File: config.mk
export PLATFORM = sky130hd
export DESIGN_NAME = lcd_bus_sequencer
export DESIGN_NICKNAME = d
export VERILOG_FILES = /design/src/rtl/lcd_bus_sequencer.sv
export SDC_FILE = /design/constraint.sdc
export NUM_CORES = 1
export LEC_CHECK = 0
export BUFFER_PORTS_ARGS = -buffer_cell sky130_fd_sc_hd__buf_4
export CORE_MARGIN = 2
export CORE_UTILIZATION = 52
export DETAILED_ROUTE_END_ITERATION = 6
export GPL_ROUTABILITY_DRIVEN = 0
export PLACE_DENSITY = 0.75
export SLEW_MARGIN = 20
export SYNTH_ARGS = -nofsm -noshare
export SYNTH_HDL_FRONTEND = slang
export SYNTH_SLANG_ARGS = --single-unit
File: constraint.sdc
create_clock -name clk -period 2.4 [get_ports clk]
set_input_delay 0.12 -clock clk [delete_from_list [all_inputs] [get_ports clk]]
set_output_delay 0.12 -clock clk [all_outputs]
set_load 0.01 [all_outputs]
File: src/rtl/lcd_bus_sequencer.sv
// Turns each EN rising edge of the level-held LCD command word into one HD44780 write cycle.
// Define LCD_INIT_EN to add the power-up wait and internal initialisation sequence.
module lcd_bus_sequencer #(
  parameter int T_SETUP      = 3,
  parameter int T_PULSE      = 25,
  parameter int T_HOLD       = 2,
  parameter int T_EXEC_SHORT = 2000,
  parameter int T_EXEC_LONG  = 82000,
  parameter int T_PWRUP      = 750000,
  parameter int CNT_W        = 20
) (
  input  logic        clk,
  input  logic        reset,
  input  logic [11:0] cmd_word,
  input  logic        ovr_clr,
  output logic [7:0]  lcd_data,
  output logic        lcd_rs,
  output logic        lcd_rw,
  output logic        lcd_en,
  output logic        lcd_on,
  output logic        lcd_blon,
  output logic        busy,
  output logic        init_done,
  output logic        overrun
);

  typedef enum logic [2:0] {
    S_IDLE, S_INIT_WAIT, S_SETUP, S_PULSE, S_HOLD, S_WAIT
  } state_t;

  state_t           r_state, w_state_nxt;
  logic [CNT_W-1:0] r_timer, w_timer_nxt;
  logic             r_en_q, r_rs, r_on, r_blon, r_init_done, r_ovr;
  logic [7:0]       r_data;
  logic             r_pend_valid, r_pend_rs;
  logic [7:0]       r_pend_data;
  logic             w_req, w_exit, w_long, w_try_launch;
  logic             w_load, w_load_rs, w_launch_cmd, w_launch_pend;
  logic [7:0]       w_load_data;
  logic             w_stash, w_drop;
  logic             w_unused_rw;

`ifdef LCD_INIT_EN
  logic [2:0] r_init_idx, w_init_idx_nxt;
  logic       w_set_init_done;

  function automatic logic [7:0] initCmd(input logic [2:0] idx);
    case (idx)
      3'd0, 3'd1, 3'd2: initCmd = 8'h38;
      3'd3:             initCmd = 8'h0C;
      3'd4:             initCmd = 8'h01;
      default:          initCmd = 8'h06;
    endcase
  endfunction
`endif

  assign w_req       = cmd_word[10] & ~r_en_q;
  assign w_exit      = (r_timer == CNT_W'(1));
  assign w_long      = ~r_rs & (r_data[7:2] == 6'd0);
  assign w_unused_rw = cmd_word[8];

  always_comb begin
    w_state_nxt   = r_state;
    w_timer_nxt   = (r_timer != '0) ? r_timer - CNT_W'(1) : '0;
    w_try_launch  = 1'b0;
    w_load        = 1'b0;
    w_load_rs     = r_rs;
    w_load_data   = r_data;
    w_launch_cmd  = 1'b0;
    w_launch_pend = 1'b0;
`ifdef LCD_INIT_EN
    w_init_idx_nxt  = r_init_idx;
    w_set_init_done = 1'b0;
`endif
    case (r_state)
      S_IDLE: begin
`ifdef LCD_INIT_EN
        if (!r_init_done) begin
          w_state_nxt = S_INIT_WAIT;
          w_timer_nxt = CNT_W'(T_PWRUP);
        end else begin
          w_try_launch = 1'b1;
        end
`else
        w_try_launch = 1'b1;
`endif
      end
`ifdef LCD_INIT_EN
      S_INIT_WAIT: if (w_exit) begin
        w_state_nxt    = S_SETUP;
        w_timer_nxt    = CNT_W'(T_SETUP);
        w_load         = 1'b1;
        w_load_rs      = 1'b0;
        w_load_data    = initCmd(3'd0);
        w_init_idx_nxt = 3'd0;
      end
`endif
      S_SETUP: if (w_exit) begin
        w_state_nxt = S_PULSE;
        w_timer_nxt = CNT_W'(T_PULSE);
      end
      S_PULSE: if (w_exit) begin
        w_state_nxt = S_HOLD;
        w_timer_nxt = CNT_W'(T_HOLD);
      end
      S_HOLD: if (w_exit) begin
        w_state_nxt = S_WAIT;
        w_timer_nxt = w_long ? CNT_W'(T_EXEC_LONG) : CNT_W'(T_EXEC_SHORT);
      end
      S_WAIT: if (w_exit) begin
`ifdef LCD_INIT_EN
        if (!r_init_done && r_init_idx != 3'd5) begin
          w_state_nxt    = S_SETUP;
          w_timer_nxt    = CNT_W'(T_SETUP);
          w_load         = 1'b1;
          w_load_rs      = 1'b0;
          w_load_data    = initCmd(r_init_idx + 3'd1);
          w_init_idx_nxt = r_init_idx + 3'd1;
        end else begin
          w_set_init_done = ~r_init_done;
          w_try_launch    = 1'b1;
        end
`else
        w_try_launch = 1'b1;
`endif
      end
      default: w_state_nxt = S_IDLE;
    endcase

    // Pending word goes first; a fresh request launches directly only when nothing is queued.
    if (w_try_launch) begin
      if (r_pend_valid) begin
        w_launch_pend = 1'b1;
        w_load        = 1'b1;
        w_load_rs     = r_pend_rs;
        w_load_data   = r_pend_data;
      end else if (w_req) begin
        w_launch_cmd = 1'b1;
        w_load       = 1'b1;
        w_load_rs    = cmd_word[9];
        w_load_data  = cmd_word[7:0];
      end else begin
        w_state_nxt = S_IDLE;
        w_timer_nxt = '0;
      end
      if (w_launch_pend || w_launch_cmd) begin
        w_state_nxt = S_SETUP;
        w_timer_nxt = CNT_W'(T_SETUP);
      end
    end
  end

  assign w_drop  = w_req & ~w_launch_cmd & r_pend_valid & ~w_launch_pend;
  assign w_stash = w_req & ~w_launch_cmd & ~w_drop;

  always_ff @(posedge clk or negedge reset) begin
    if (!reset) begin
      r_state     <= S_IDLE;
      r_timer     <= '0;
      r_en_q      <= 1'b1;
      r_data      <= 8'h00;
      r_rs        <= 1'b0;
      r_on        <= 1'b0;
      r_blon      <= 1'b0;
      r_init_done <= 1'b0;
    end else begin
      r_state <= w_state_nxt;
      r_timer <= w_timer_nxt;
      r_en_q  <= cmd_word[10];
      r_on    <= 1'b1;
      r_blon  <= cmd_word[11];
`ifdef LCD_INIT_EN
      if (w_set_init_done) r_init_done <= 1'b1;
`else
      r_init_done <= 1'b1;
`endif
      if (w_load) begin
        r_data <= w_load_data;
        r_rs   <= w_load_rs;
      end
    end
  end

`ifdef LCD_INIT_EN
  always_ff @(posedge clk or negedge reset) begin
    if (!reset) r_init_idx <= 3'd0;
    else        r_init_idx <= w_init_idx_nxt;
  end
`endif

  // A request landing on the launch cycle refills the slot the launching word just vacated.
  always_ff @(posedge clk or negedge reset) begin
    if (!reset) begin
      r_pend_valid <= 1'b0;
      r_pend_rs    <= 1'b0;
      r_pend_data  <= 8'h00;
      r_ovr        <= 1'b0;
    end else begin
      if (w_stash) begin
        r_pend_valid <= 1'b1;
        r_pend_rs    <= cmd_word[9];
        r_pend_data  <= cmd_word[7:0];
      end else if (w_launch_pend) begin
        r_pend_valid <= 1'b0;
      end
      if (w_drop)       r_ovr <= 1'b1;
      else if (ovr_clr) r_ovr <= 1'b0;
    end
  end

  assign lcd_data  = r_data;
  assign lcd_rs    = r_rs;
  assign lcd_rw    = 1'b0;
  assign lcd_en    = (r_state == S_PULSE);
  assign lcd_on    = r_on;
  assign lcd_blon  = r_blon;
  assign busy      = (r_state != S_IDLE);
  assign init_done = r_init_done;
  assign overrun   = r_ovr;

endmodule

==> flow_metrics.env <==
export IMPL_drive_above_1_share=0.217
export IMPL_crit_chain="or4_4 -> nor4_4 -> a21oi_2 -> or3_1 -> a41o_1"
export IMPL_worstHoldPathCells=2
export IMPL_grt_antenna_before_repair=0
export IMPL_reg2reg_slack_ps=90
export IMPL_tritoncts="yes"
export IMPL_grt_pass1_vias=2178
export IMPL_core_region_area_um2=4790
export IMPL_start_util=0.546
export IMPL_hold_class="in2reg"
export IMPL_wire_per_inst_um=15.9
export IMPL_cts_buffers=5
export IMPL_place_hpwl_mm=4.37
export IMPL_layout_common_cells="buf_4, dfrtp_1, and3_1, nand2_1"
export IMPL_setup_viol=0
export IMPL_grtUsageMet2=0.394
export IMPL_layoutNonFillerInstCount=385
export IMPL_clock_fmax_mhz=434
export IMPL_setup_worst_path_class="reg2reg"
export IMPL_syn_inst=268
export IMPL_critPathTopFamily="simple AND/OR/NAND/NOR gates"
export IMPL_grt_busiest_layer="met2"
export IMPL_leakage_nw=1.50
export IMPL_clock_latency_ps=300
export IMPL_worst_pin_slew_ps=872
export IMPL_area_delta_synth_final_pct=20.6
export IMPL_fp_dieW_um=74.9
export IMPL_drv_slew=0
export IMPL_final_common_cell="buf_4"
export IMPL_period_needed_ps=2310
export IMPL_ys_warn_count=0
export IMPL_r2r_cells=5
export IMPL_post_cts_buffers=0
export IMPL_r2r_end="r_pend_data[6]$_DFFE_PN0P_"
export IMPL_dp_cells=374
export IMPL_peakVddDrop_mv=0.634
export IMPL_die_h_um=74.9
export IMPL_cts_root_buf="clkbuf_8"
export IMPL_synth_ff_type="dfrtp_1"
export IMPL_grt_pass1_wl_mm=10.3
export IMPL_fin_skew_ps=5.63
export IMPL_ant_nets=0
export IMPL_cp_required_ps=2600
export IMPL_grt_max_degree=47
export IMPL_post_dp_cell_area_um2=3030
export IMPL_num_vias=2201
export IMPL_num_rows=25
export IMPL_crit_path_end_kind="register"
export IMPL_seq_area_frac_synth=0.441
export IMPL_hold_viol_final=0
export IMPL_start_kind="register"
export IMPL_synthDistinctLibCells=53
export IMPL_use_met1=0.326
export IMPL_clock_sinks=46
export IMPL_nets=335
export IMPL_reg2reg_from="r_timer[10]$_DFF_PN0_"
export IMPL_dr_pass1_iters=4
export IMPL_insertedDiodeCount=0
export IMPL_clk_path_buf_depth=2
export IMPL_routed_wirelength_mm=6.14
export IMPL_grt_use_met3=0.0482
export IMPL_fill_cells=394
export IMPL_min_from="cmd_word[4]"
export IMPL_grt_use_total=0.243
export IMPL_io_pins=31
export IMPL_path_max_fanout=9
export IMPL_rsz0062_at_grt="no"
export IMPL_preCtsSetupSlack_ps=94.0
export IMPL_drt_iter0_markers=121
export IMPL_post_drt_via_cell_ratio=5.72
export IMPL_grt_overflow_total=0
export IMPL_drc=0
export IMPL_fin_area_um2=3150
export IMPL_syn_avg_cell_area_um2=9.74
export IMPL_die_area_um2=5600
export IMPL_synth_nets=286
export IMPL_period_share=0.961
export IMPL_io_buffers=28
export IMPL_powerDensity_nw_per_um2=1210
export IMPL_setup_tns_ps=0
export IMPL_synth_area_um2=2610
export IMPL_cp_num_buf_inv=0
export IMPL_synth_edf_count=0
export IMPL_async_flop_share=1.00
export IMPL_finalWorstSetupSlack_ps=94.7
export IMPL_cts_htree_levels=2
export IMPL_ys_ff_latch=46
export IMPL_slew_headroom=0.418
export IMPL_cp_data_arrival_time_ps=2500
export IMPL_maxCapViolCount=0
export IMPL_slowest_stage="or4_4"
export IMPL_crit_path_max_incr_delay_ps=540
export IMPL_final_util=0.658
export IMPL_min_to="r_pend_data[4]$_DFFE_PN0P_"
export IMPL_clk_pin_slew_worst_paths_ps=80
export IMPL_outcome="complete, no violations"
[cell type report]
type | count | area [um^2] | share of cell area
clock buffer | 8 | 80.1 | 0.0254
multi-input combinational | 192 | 1340 | 0.424
timing repair buffer | 58 | 443 | 0.141
sequential | 46 | 1150 | 0.366
inverter | 14 | 52.6 | 0.0167
tap | 67 | 83.8 | 0.0266
[logic make-up after synthesis]
kind of cell,count (synthesis),share of synthesized area
other cells,2,0.00288
buf+inv,30,0.0503
compound gates,36,0.111
mux,18,0.0690
simple gates,114,0.247
flops,46,0.441
fa+ha+maj,4,0.0182
xor+xnor,18,0.0604
[flip-flops by register name, summed over array words and instances (netlist names), 3 cells and up]
name	count
r_pend_data	8
r_timer	20
lcd_data	8
r_state	3
[how the worst max path moves through the flow]
stage	start	to	slack, ps	cells after the start
2_1_floorplan	r_timer[1]$_DFF_PN0_	r_pend_data[0]$_DFFE_PN0P_	130	8
3_3_place_gp	r_timer[1]$_DFF_PN0_	r_pend_data[0]$_DFFE_PN0P_	120	7
3_5_place_dp	r_timer[1]$_DFF_PN0_	r_pend_data[5]$_DFFE_PN0P_	90	7
4_1_cts	r_timer[1]$_DFF_PN0_	r_pend_data[5]$_DFFE_PN0P_	70	7
5_1_grt	r_timer[10]$_DFF_PN0_	r_pend_data[6]$_DFFE_PN0P_	20	5
6_report	r_timer[10]$_DFF_PN0_	r_pend_data[6]$_DFFE_PN0P_	90	5
[Yosys cell counts, drive strengths merged, types with 2 or more instances]
library cell | count | area share
a21oi | 7 | 0.015
a31o | 2 | 0.0067
a41o | 9 | 0.035
and3 | 21 | 0.050
buf | 8 | 0.019
clkbuf | 8 | 0.012
conb | 2 | 0.0029
dfrtp | 45 | 0.43
ha | 3 | 0.014
inv | 14 | 0.020
mux2i | 18 | 0.069
nand2 | 19 | 0.027
nand2b | 2 | 0.0048
nand3 | 5 | 0.0096
nand4 | 4 | 0.0096
nor2 | 15 | 0.022
nor2b | 2 | 0.0048
nor3 | 20 | 0.040
nor4 | 7 | 0.025
o21ai | 2 | 0.0053
o311ai | 2 | 0.0067
o31a | 2 | 0.0067
o31ai | 5 | 0.014
or3 | 8 | 0.019
or4 | 3 | 0.010
xnor2 | 15 | 0.050
xor2 | 3 | 0.010
[routing by layer]
metal	routed length [um]	part of all wire
met1	2690	0.44
met2	3100	0.50
met3	266	0.043
met4	82	0.013
met5	0	0
[power by group]
part           leakage, nW  switching (mW)  internal, mW  total, mW
clock               0.0395           0.257         0.207      0.464
combinational        0.894            1.02         0.988       2.00
sequential           0.571           0.256          1.09       1.35
total                 1.50            1.53          2.29       3.82
[stage by stage]
step,hold WS (ps),power (mW)
after detailed placement,164,3.34
after floorplan,-176,2.62
final,64.4,3.82
after global routing,55.6,4.10
after CTS,55.9,3.83
after global placement,161,3.27
[repair_timing]
item | CTS | global route
gates resized for setup | 0 | 1
endpoints found under the hold margin | 47 | 0
endpoints found under the setup margin | 0 | 9
hold buffers | 3 | 0
Power figures use the tool's default switching activity.
